[src/rtl/alu8_pkg.sv]
// Shared definitions for the alu8_arbiter slice: opcodes, FSM state encoding
// and the default operand width.
package alu8_pkg;

    localparam int DEFAULT_DATA_W = 8;

    typedef enum logic [1:0] {
        OP_ADD = 2'b00,
        OP_AND = 2'b01,
        OP_OR  = 2'b10,
        OP_XOR = 2'b11
    } alu_op_e;

    typedef enum logic {
        ST_EMPTY = 1'b0,
        ST_FULL  = 1'b1
    } state_e;

endpackage

[src/rtl/alu8_core.sv]
// Combinational ALU: ADD with carry-out, bitwise AND/OR/XOR with carry forced low.
module alu8_core
    import alu8_pkg::*;
#(
    parameter int DATA_W = DEFAULT_DATA_W
) (
    input  logic [DATA_W-1:0] a,
    input  logic [DATA_W-1:0] b,
    input  logic [1:0]        op,
    output logic [DATA_W-1:0] y,
    output logic              carry
);

    logic [DATA_W:0] w_sum;

    assign w_sum = {1'b0, a} + {1'b0, b};

    always_comb begin
        // NOTE: default every output first so no path through the case infers a latch.
        y     = '0;
        carry = 1'b0;
        case (op)
            OP_ADD: {carry, y} = w_sum;
            OP_AND: y = a & b;
            OP_OR:  y = a | b;
            OP_XOR: y = a ^ b;
            default: begin
                y     = '0;
                carry = 1'b0;
            end
        endcase
    end

endmodule

[src/rtl/alu8_arbiter.sv]
// Two-requester ALU with a one-entry result register and round-robin grant.
// Define ALU8_ARBITER_FIXED_PRIO_EN to make requester 0 always win ties.
module alu8_arbiter
    import alu8_pkg::*;
#(
    parameter int DATA_W = DEFAULT_DATA_W
) (
    input  logic              clk,
    input  logic              rst_n,
    input  logic              req0_valid,
    input  logic              req1_valid,
    output logic              req0_ready,
    output logic              req1_ready,
    input  logic [DATA_W-1:0] req0_a,
    input  logic [DATA_W-1:0] req0_b,
    input  logic [DATA_W-1:0] req1_a,
    input  logic [DATA_W-1:0] req1_b,
    input  logic [1:0]        req0_op,
    input  logic [1:0]        req1_op,
    output logic              rsp_valid,
    input  logic              rsp_ready,
    output logic              rsp_id,
    output logic [DATA_W-1:0] rsp_y,
    output logic              rsp_carry
);

    state_e            r_state;
    logic [DATA_W-1:0] r_y;
    logic              r_carry;
    logic              r_id;

    logic              w_slot_free;
    logic              w_gnt0;
    logic              w_gnt1;
    logic              w_accept;
    logic [DATA_W-1:0] w_a;
    logic [DATA_W-1:0] w_b;
    logic [1:0]        w_op;
    logic [DATA_W-1:0] w_y;
    logic              w_carry;

`ifdef ALU8_ARBITER_FIXED_PRIO_EN
    assign w_gnt1 = req1_valid & ~req0_valid;
`else
    logic r_last_id;

    // On a tie, requester 1 wins only if requester 0 was granted last.
    assign w_gnt1 = req1_valid & (~req0_valid | ~r_last_id);
`endif

    assign w_gnt0 = req0_valid & ~w_gnt1;

    // Slot frees when empty or when the held result drains this same cycle.
    assign w_slot_free = rst_n & ((r_state == ST_EMPTY) | rsp_ready);
    assign req0_ready  = w_gnt0 & w_slot_free;
    assign req1_ready  = w_gnt1 & w_slot_free;
    assign w_accept    = req0_ready | req1_ready;

    assign w_a  = w_gnt1 ? req1_a  : req0_a;
    assign w_b  = w_gnt1 ? req1_b  : req0_b;
    assign w_op = w_gnt1 ? req1_op : req0_op;

    alu8_core #(
        .DATA_W (DATA_W)
    ) u_core (
        .a     (w_a),
        .b     (w_b),
        .op    (w_op),
        .y     (w_y),
        .carry (w_carry)
    );

    // NOTE: state registers use non-blocking assignments so every flop samples pre-edge values.
    always_ff @(posedge clk or negedge rst_n) begin
        if (!rst_n) begin
            r_state   <= ST_EMPTY;
            r_y       <= '0;
            r_carry   <= 1'b0;
            r_id      <= 1'b0;
`ifdef ALU8_ARBITER_FIXED_PRIO_EN
`else
            r_last_id <= 1'b1;
`endif
        end else begin
            if (w_accept) begin
                r_state   <= ST_FULL;
                r_y       <= w_y;
                r_carry   <= w_carry;
                r_id      <= w_gnt1;
`ifdef ALU8_ARBITER_FIXED_PRIO_EN
`else
                r_last_id <= w_gnt1;
`endif
            end else if (r_state == ST_FULL && rsp_ready) begin
                r_state <= ST_EMPTY;
            end
        end
    end

    assign rsp_valid = (r_state == ST_FULL);
    assign rsp_y     = r_y;
    assign rsp_carry = r_carry;
    assign rsp_id    = r_id;

endmodule

[config.mk]
export PLATFORM = sky130hd
export DESIGN_NAME = alu8_arbiter
export DESIGN_NICKNAME = d
export VERILOG_FILES = /design/src/rtl/alu8_pkg.sv /design/src/rtl/alu8_core.sv /design/src/rtl/alu8_arbiter.sv
export SDC_FILE = /design/constraint.sdc
export NUM_CORES = 1
export LEC_CHECK = 0
export CAP_MARGIN = 25
export CORE_MARGIN = 5
export CORE_UTILIZATION = 49
export CTS_BUF_LIST = sky130_fd_sc_hd__clkbuf_8 sky130_fd_sc_hd__clkbuf_16
export CTS_CLUSTER_DIAMETER = 200
export DETAILED_ROUTE_END_ITERATION = 10
export PLACE_DENSITY = 0.86
export SYNTH_ARGS = -nofsm -noshare
export SYNTH_HDL_FRONTEND = slang
export SYNTH_SLANG_ARGS = --single-unit
[constraint.sdc]
create_clock -name clk -period 5.8 [get_ports clk]
set_clock_uncertainty 0.15 [all_clocks]
set_input_delay 1.45 -clock clk [delete_from_list [all_inputs] [get_ports clk]]
set_output_delay 1.45 -clock clk [all_outputs]
set_load 0.01 [all_outputs]
==> results of run 1 <==
-- placed cells by master, fill, tap and decap left out, drive strengths merged, types with 3 or more instances in the layout --
cell,count
clkdlybuf4s50,53
mux2i,18
inv,16
ha,16
nor2,14
dfrtp,11
mux2,11
a21oi,9
a31oi,9
nand3,8
nand2,8
o21ai,6
nand2b,4
nor3,4
o211ai,4
and2,3
nand4,3
o22a,3
clkbuf,3
buf,3
a311oi,3
-- per-layer routing --
| metal | track usage [%] | up-vias |
|---|---|---|
| met5 | 0 | - |
| met4 | 5.330 | 0 |
| met3 | 2.041 | 5 |
| met2 | 32.22 | 75 |
| met1 | 25.13 | 748 |
| li1 | - | 788 |
-- worst max-delay path by stage --
stage	end	slack (ps)	cells after the start
after floorplan	rsp_y[4]	1720	12
after global placement	rsp_y[4]	990	11
after detailed placement	rsp_y[4]	900	11
after CTS	req1_ready	1120	4
after global routing	rsp_y[4]	960	12
final	req1_ready	1130	4
-- cell usage after synthesis (all sizes together) (3+ instances only) --
library cell   n
nand4          3
nor3           4
inv           15
o211ai         4
o21ai          6
a311oi         3
nand2          8
and2           3
a21oi          9
o22a           3
ha            16
nand3          8
mux2          11
clkbuf         3
dfrtp         11
nor2          14
nand2b         4
a31oi          9
mux2i         18
buf            5
-- power breakdown --
| part | total [W] | switching (W) | internal, W |
|---|---|---|---|
| clock network | 0.0000775 | 0.0000308 | 0.0000466 |
| registers | 0.000120 | 0.0000138 | 0.000106 |
| logic | 0.000272 | 0.000132 | 0.000140 |
| total | 0.000469 | 0.000176 | 0.000293 |
-- sequential cells by signal (all words and copies together) (netlist names) --
| register | flops |
|---|---|
| rsp_y | 8 |
| r_last_id | 1 |
| rsp_valid | 1 |
| rsp_id | 1 |
| rsp_carry | 1 |
-- logic make-up after synthesis --
family,after synthesis
simple gates,52
compound gates,50
mux,29
buf+inv,23
fa+ha+maj,16
flops,12
-- per-stage QoR --
step / cell area, sq um / setup slack (ps) / total power [W]
2_1_floorplan: 1546 / 1723 / 0.0002852
3_3_place_gp: 2111 / 995.0 / 0.0003852
3_5_place_dp: 2111 / 897.2 / 0.0003894
4_1_cts: 2156 / 1123 / 0.0004676
5_1_grt: 2156 / 959.7 / 0.0005003
6_report: 2156 / 1126 / 0.0004692
-- final cells by class --
| cell class | instances | area [sq um] | share of cell area [%] |
|---|---|---|---|
| inverter | 15 | 56.30 | 2.612 |
| tap | 44 | 55.05 | 2.554 |
| multi-input combinational | 147 | 1145 | 53.11 |
| clock buffer | 3 | 41.29 | 1.915 |
| timing repair buffer | 56 | 553.0 | 25.65 |
| clock inverter | 1 | 3.754 | 0.1741 |
| sequential | 12 | 301.5 | 13.99 |
==> reports/metrics.cfg, run 1 <==
[hold_path]
min_from=rsp_id
worstHoldEndpoint=rsp_id
min_path_type=reg2reg
whs_path_depth=1

[worst_setup_path]
crit_buf_inv=2
crit_path_frequent_cell=clkdlybuf4s50_1
cp-start-kind=input pin
critPathLaunch=req1_valid
timing.rr.end=rsp_y[4]
cp_max_fo=7
critical_path.slowest_cell=clkdlybuf4s50_1
cp.arrival_ps=3070
path_cells=clkdlybuf4s50_1 -> a21boi_4 -> and3_1 -> clkdlybuf4s50_1
r2r_slack_ps=2540
end_kind=primary output
r2r_start=r_last_id
cp.required_ps=4200
crit_family=buffers and inverters
reg2reg_depth=10
max_stage_delay_ps=540
path_class=in2out

[pwr]
leakage_nw=0.9498
powerDensity_nw_per_um2=217.7
vdd_ir_drop_max_v=0.00008431

[route]
wire_per_inst_um=14.73
first_pass_iters=4
drtAntennaViolNets=0
drc=0
vias=1616
met2_length_um=1893
highest_layer=met4
wl_um=4094
wl_met3_um=306
wl_met1_um=1854
vias_per_cell=5.813
first_iter_violations=94

[synth]
ys_seq_elements=12
synth_flop_cell=dfrtp_1
postSynthCellCount=182
synth.distinct_cells=47
async_flop_share_pct=100.0
yosys.area_share.simple_pct=17.23
synthMuxAreaShare_pct=20.39
synth_edf_count=0
yosysTopAreaCell=dfrtp_1
synthTopCellsByArea=dfrtp_1 (18%), ha_1 (13%), mux2i_1 (10%)
synth_fa_ha_area_share_pct=12.94
netlist.area_leader.share_pct=17.80
synthesis.nets=239
synth-xor-area-share_pct=0
yosysSeqAreaShare_pct=19.50
yosys_warnings=0
synth_compound_area_share_pct=23.46
synth_top_family_by_area=compound AO/OA/AOI/OAI gates
syn_area_sq_um=1546
syn_avg_cell_area_sq_um=8.497

[timing]
timing.setup.tns_ps=0
setup_violations=0
holdWs_ps=324.5
relSlewSlack_pct=54.11
period_share_pct=80.58
hold_viol_final=0
max_clock_freq_mhz=214.0
tightest_slew_ps=674.9
grt_setup_unrepaired=false
finalCriticalPeriod_ps=4674
drv_slew=0

[clock_tree]
clockBufferDepth=2
insertion_delay_ps=240
cts_tree=built
cts.clk_slew.worst_paths_ps=50
cts_sinks=12
cts_max_level=1
root_buffer=clkbuf_8
hold_buffers=0
cts_resized=0
cts_buffers=3
post_cts_buffers=0

[place]
gp_congestion=0.9165
dp_hpwl_um=3234
dp_cells=274
numPortBuffers=53

[floorplanning]
dieHeight_um=66.18
placementRows=20
ioPinCount=54
dieWidth_um=66.18
start_util_pct=50.66
die-area_sq_um=4380
core_area_sq_um=3053

[final_layout]
nFillCells=251
n_antenna_cell=0
final_layout_size_suffix_gt1_share_pct=9.829
layoutNonFillerInstCount=278
nNetsFinal=292
utilization_pct=70.61
area_delta_synth_final_pct=39.40

[global_routing]
grt_pass1_vias=1492
grt_max_degree=26
grt_overflow=0
antenna_found_initial=0
grt_first_pass_wirelength_um=6644
grt_usage_pct=18.94

[status]
status=completed

[run]
cap_violations=0

Note: power is estimated with default switching activity, not from simulation.
==> inputs of run 2 (changes only) <==
--- a/config.mk
+++ b/config.mk
@@ -7,11 +7,11 @@
 export LEC_CHECK = 0
 export CAP_MARGIN = 25
 export CORE_MARGIN = 5
-export CORE_UTILIZATION = 49
+export CORE_UTILIZATION = 41
 export CTS_BUF_LIST = sky130_fd_sc_hd__clkbuf_8 sky130_fd_sc_hd__clkbuf_16
 export CTS_CLUSTER_DIAMETER = 200
 export DETAILED_ROUTE_END_ITERATION = 10
-export PLACE_DENSITY = 0.86
+export PLACE_DENSITY = 0.77
 export SYNTH_ARGS = -nofsm -noshare
 export SYNTH_HDL_FRONTEND = slang
 export SYNTH_SLANG_ARGS = --single-unit
==> constraint.sdc (replaced) <==
create_clock -name clk -period 3.9 [get_ports clk]
set_clock_uncertainty 0.15 [all_clocks]
set_input_delay 0.975 -clock clk [delete_from_list [all_inputs] [get_ports clk]]
set_output_delay 0.975 -clock clk [all_outputs]
set_load 0.01 [all_outputs]
==> run 2 against run 1 <==
Effect of this change:
- non-clock buffer count increased by 22
- power increased by 67%
- sequential share of layout area decreased by 1.2 points
- final cell count increased by 9.4%
- critical path type is now in2reg
- largest power group unchanged
- highest routed layer unchanged
==> reports/metrics.cfg, run 2 (synthesis results as in run 1) <==
[pwr]
p_clk_share_pct=18.2
p_sw_w=0.0002877
vdd_ir_drop_max_v=0.0001442
combPwrFrac_pct=58.7
pwr-share-seq_pct=23.0
totalPowerFinal_w=0.0007836
powerDensity_nw_per_um2=332.1
swShare_pct=36.72
p_int_w=0.0004958
leakage_nw=1.063

[place]
dp_hpwl_um=3670
dpl_cell_area_sq_um=2286
numPortBuffers=53
gp_congestion=0.8568

[global_routing]
grt_max_degree=17
grt_first_pass_wirelength_um=7624
grt_overflow=0
grt_usage_pct=18.25
antenna_found_initial=0
grt_pass1_vias=1582

[final_layout]
n_antenna_cell=0
final_layout_size_suffix_gt1_share_pct=19.14
stdcell_area_sq_um=2360
utilization_pct=64.46
nNetsFinal=314
largest_register_ffs=8
area_delta_synth_final_pct=52.59
nFillCells=325
final_cell_mix=clkdlybuf4s50_1 (53), buf_4 (24), ha_1 (16)
final_common_cell=clkdlybuf4s50_1

[worst_setup_path]
critical_path.slowest_cell=clkdlybuf4s50_1
path_class=in2reg
crit_buf_inv=3
max_stage_delay_ps=500
cp.arrival_ps=3780
path_cells=clkdlybuf4s50_1 -> a21boi_4 -> buf_4 -> buf_12 -> mux2_2 -> ha_1 -> nand3_1 -> mux2i_2 -> nand4_1 -> and4b_1 -> a211o_1
cp_max_fo=13
end_kind=flop
cp-start-kind=input pin
crit_family=buffers and inverters
cp.required_ps=3880

[clock_tree]
cts_max_level=1
cts_tree=built
root_buffer=clkbuf_8
insertion_delay_ps=240
cts_buffers=3
cts_sinks=12
clockBufferDepth=2
cts.clk_slew.worst_paths_ps=60

[floorplanning]
ioPinCount=54
placementRows=22
die-area_sq_um=5100
start_util_pct=42.24
dieHeight_um=71.42
dieWidth_um=71.42
core_area_sq_um=3661

[route]
vias_per_cell=5.572
vias=1694
first_iter_violations=185
first_pass_iters=4
drc=0
wire_per_inst_um=15.27
drtAntennaViolNets=0
wl_um=4642

[run]
cap_violations=0

[hold_path]
min_path_type=reg2reg

[timing]
tightest_slew_ps=546.2
period_share_pct=97.36
setup_violations=0
drv_slew=0
grt_setup_unrepaired=false
holdWs_ps=332.9
max_clock_freq_mhz=263.4
hold_viol_final=0
finalCriticalPeriod_ps=3797
relSlewSlack_pct=63.43

[status]
status=completed

-- run 2: changes by cell type in the layout (fill, tap and decap cells not counted), sizes merged --
cell,before,now
buf,3,25
clkbuf,3,4
inv,16,15
-- run 2: through the flow --
step                      setup TNS, ps  cells  worst slack [ps]
after floorplan                       0    182             297.5
after global placement           -30.80    299            -30.80
after detailed placement         -193.8    299            -96.38
after CTS                             0    303             89.53
after global routing                  0    304             37.69
final                                 0    304             103.0
-- run 2: what timing repair did --
action                     4_1_cts  5_1_grt
hold buffers                     0        0
buffers inserted                 0        1
hold endpoints to repair         0        0
setup endpoints to repair        0        1
gates resized for setup          0        3
-- run 2: worst register-to-register path: stages, from the launching register on --
cell and delay [ps]:
dfstp_2 390, a21boi_4 240, buf_4 170, buf_12 140
mux2_2 360, ha_1 300, nand3_1 120, mux2i_2 320
nand4_1 190, and4b_1 220, a211o_1 220
-- run 2: layout make-up --
class | count | area (sq um) | share of cell area, %
multi-input cells | 147 | 1156 | 48.99
well taps | 48 | 60.06 | 2.545
clock buffers | 4 | 55.05 | 2.333
inverters | 15 | 56.30 | 2.386
flip-flops and latches | 12 | 301.5 | 12.78
repair buffers | 78 | 730.7 | 30.97
-- run 2: final timing paths --
| check | cells after the start | endpoint | startpoint | slack, ps |
|---|---|---|---|---|
| min reg2reg | 1 | rsp_id | rsp_id | 330 |
| max reg2reg | 10 | rsp_y[7] | r_last_id | 980 |
| min in group asynchronous | 2 | rsp_y[6] | rst_n | 980 |
| max | 11 | rsp_y[7] | req1_valid | 100 |
| max in group asynchronous | 2 | r_last_id | rst_n | 2410 |
| min | 1 | rsp_id | rsp_id | 330 |
-- run 2: metal layers --
| layer | GRT usage (%) | vias up | share of wire, % |
|---|---|---|---|
| li1 | - | 831 | - |
| met1 | 24.74 | 787 | 44 |
| met2 | 30.61 | 72 | 48 |
| met3 | 1.964 | 4 | 7.3 |
| met4 | 5.010 | 0 | 0.82 |
| met5 | 0 | - | 0 |
-- run 2: power groups by stage --
stage	combinational, W	clock (W)	sequential (W)
finish	0.000460	0.000143	0.000180
detailed placement	0.000448	0	0.000183
global route	0.000500	0.000150	0.000185
floorplan	0.000232	0	0.000192
CTS	0.000452	0.000143	0.000181
global placement	0.000442	0	0.000181
==> inputs of run 3 (changes only) <==
--- a/config.mk
+++ b/config.mk
@@ -11,7 +11,7 @@
 export CTS_BUF_LIST = sky130_fd_sc_hd__clkbuf_8 sky130_fd_sc_hd__clkbuf_16
 export CTS_CLUSTER_DIAMETER = 200
 export DETAILED_ROUTE_END_ITERATION = 10
-export PLACE_DENSITY = 0.77
+export PLACE_DENSITY_LB_ADDON = 0.15
 export SYNTH_ARGS = -nofsm -noshare
 export SYNTH_HDL_FRONTEND = slang
 export SYNTH_SLANG_ARGS = --single-unit
==> run 3 against run 2 <==
Effect of this change:
- hold slack better by 15 ps
- final area is 0.79% lower
- power is 2.8% lower
- critical path type is now in2out
- largest power group unchanged
- highest routed layer unchanged
==> reports/metrics.cfg, run 3 (synthesis results as in run 1) <==
[worst_setup_path]
r2r_slack_ps=1030
cp-start-kind=input pin
timing.rr.end=rsp_y[7]
critPathLaunch=req1_valid
end_kind=primary output
path_class=in2out
reg2reg_depth=11
cp_max_fo=11
r2r_start=r_last_id
cp.required_ps=2770
cp.arrival_ps=2680

[global_routing]
grt_pass1_vias=1502
grt_usage_pct=16.41
grt_first_pass_wirelength_um=6900
grt_max_degree=17
antenna_found_initial=0
grt_overflow=0

[clock_tree]
hold_buffers=0
cts_buffers=3
clockBufferDepth=2
post_cts_buffers=0
insertion_delay_ps=240
cts_max_level=1
cts_sinks=12
cts_resized=0
root_buffer=clkbuf_8
cts_tree=built
cts.clk_slew.worst_paths_ps=50

[final_layout]
utilization_pct=63.94
final_cell_mix=clkdlybuf4s50_1 (53), buf_4 (23), mux2i_1 (16), ha_1 (16), inv_1 (15)
final_common_cell=clkdlybuf4s50_1
area_delta_synth_final_pct=51.38
multi_input_area_sq_um=1145
final_layout_size_suffix_gt1_share_pct=17.65
register_area_sq_um=301.5
nFillCells=335
nNetsFinal=313
n_antenna_cell=0
largest_register_ffs=8

[floorplanning]
placementRows=22
start_util_pct=42.24
core_area_sq_um=3661
dieWidth_um=71.42
dieHeight_um=71.42
ioPinCount=54
die-area_sq_um=5100

[hold_path]
min_path_type=reg2reg
worstHoldEndpoint=rsp_id
min_from=rsp_id
whs_path_depth=1

[timing]
drv_slew=0
setup_violations=0
setup_ws_ps=95.65
hold_viol_final=0
grt_setup_unrepaired=false
holdWs_ps=348.1
timing.setup.tns_ps=0
finalCriticalPeriod_ps=3804
period_share_pct=97.55
relSlewSlack_pct=63.51
tightest_slew_ps=545.0
max_clock_freq_mhz=262.9

[route]
vias_per_cell=5.389
drtAntennaViolNets=0
wire_per_inst_um=14.15
drc=0
vias=1633
wl_um=4286
first_iter_violations=72
first_pass_iters=4

[pwr]
totalPowerFinal_w=0.0007620
leakage_nw=1.059
vdd_ir_drop_max_v=0.0001232
powerDensity_nw_per_um2=325.5

[status]
status=completed

[place]
pre_cts_ws_ps=-43.53
gp_congestion=0.8848
numPortBuffers=53
dp_hpwl_um=3625

[run]
cap_violations=0

[run 3: cell count changes in the layout (fill, tap and decap cells not counted)]
cell,delta
a21oi_1,+2
buf_4,-1
mux2i_2,-1
mux2i_1,+1
a21oi_2,-2
[run 3: metrics by stage]
| stage | instances | cell area [sq um] |
|---|---|---|
| floorplan | 182 | 1546 |
| global placement | 299 | 2286 |
| detailed placement | 299 | 2286 |
| CTS | 303 | 2341 |
| global route | 303 | 2341 |
| finish | 303 | 2341 |
[run 3: power by group]
part           total (W)  switching (W)  internal (W)
registers       0.000179      0.0000212      0.000158
clock network   0.000133      0.0000441     0.0000890
logic           0.000450       0.000204      0.000246
total           0.000762       0.000269      0.000493
[run 3: metal layers]
layer / track usage [%] / vias up / share of wire, %
met3: 2.525 / 4 / 6.6
met4: 2.505 / 0 / 0.68
li1: - / 827 / -
met1: 21.26 / 745 / 45
met5: 0 / - / 0
met2: 29.18 / 57 / 48
[run 3: worst max-delay path, stage by stage]
cell             delay, ps
clkdlybuf4s50_1        480
a21boi_4               220
buf_4                  250
and3_1                 210
clkdlybuf4s50_1        540
[run 3: worst max-delay path by stage]
stage	slack [ps]	end
detailed placement	-40	rsp_y[7]
global placement	-20	rsp_y[7]
global route	40	rsp_y[7]
floorplan	300	rsp_y[4]
CTS	90	req1_ready
finish	100	req1_ready
[run 3: final cells by class]
cell class / count / share of cell area [%]
timing repair buffer: 77 / 30.89
multi-input combinational: 147 / 48.90
tap: 48 / 2.565
clock buffer: 4 / 2.352
sequential: 12 / 12.88
inverter: 15 / 2.405
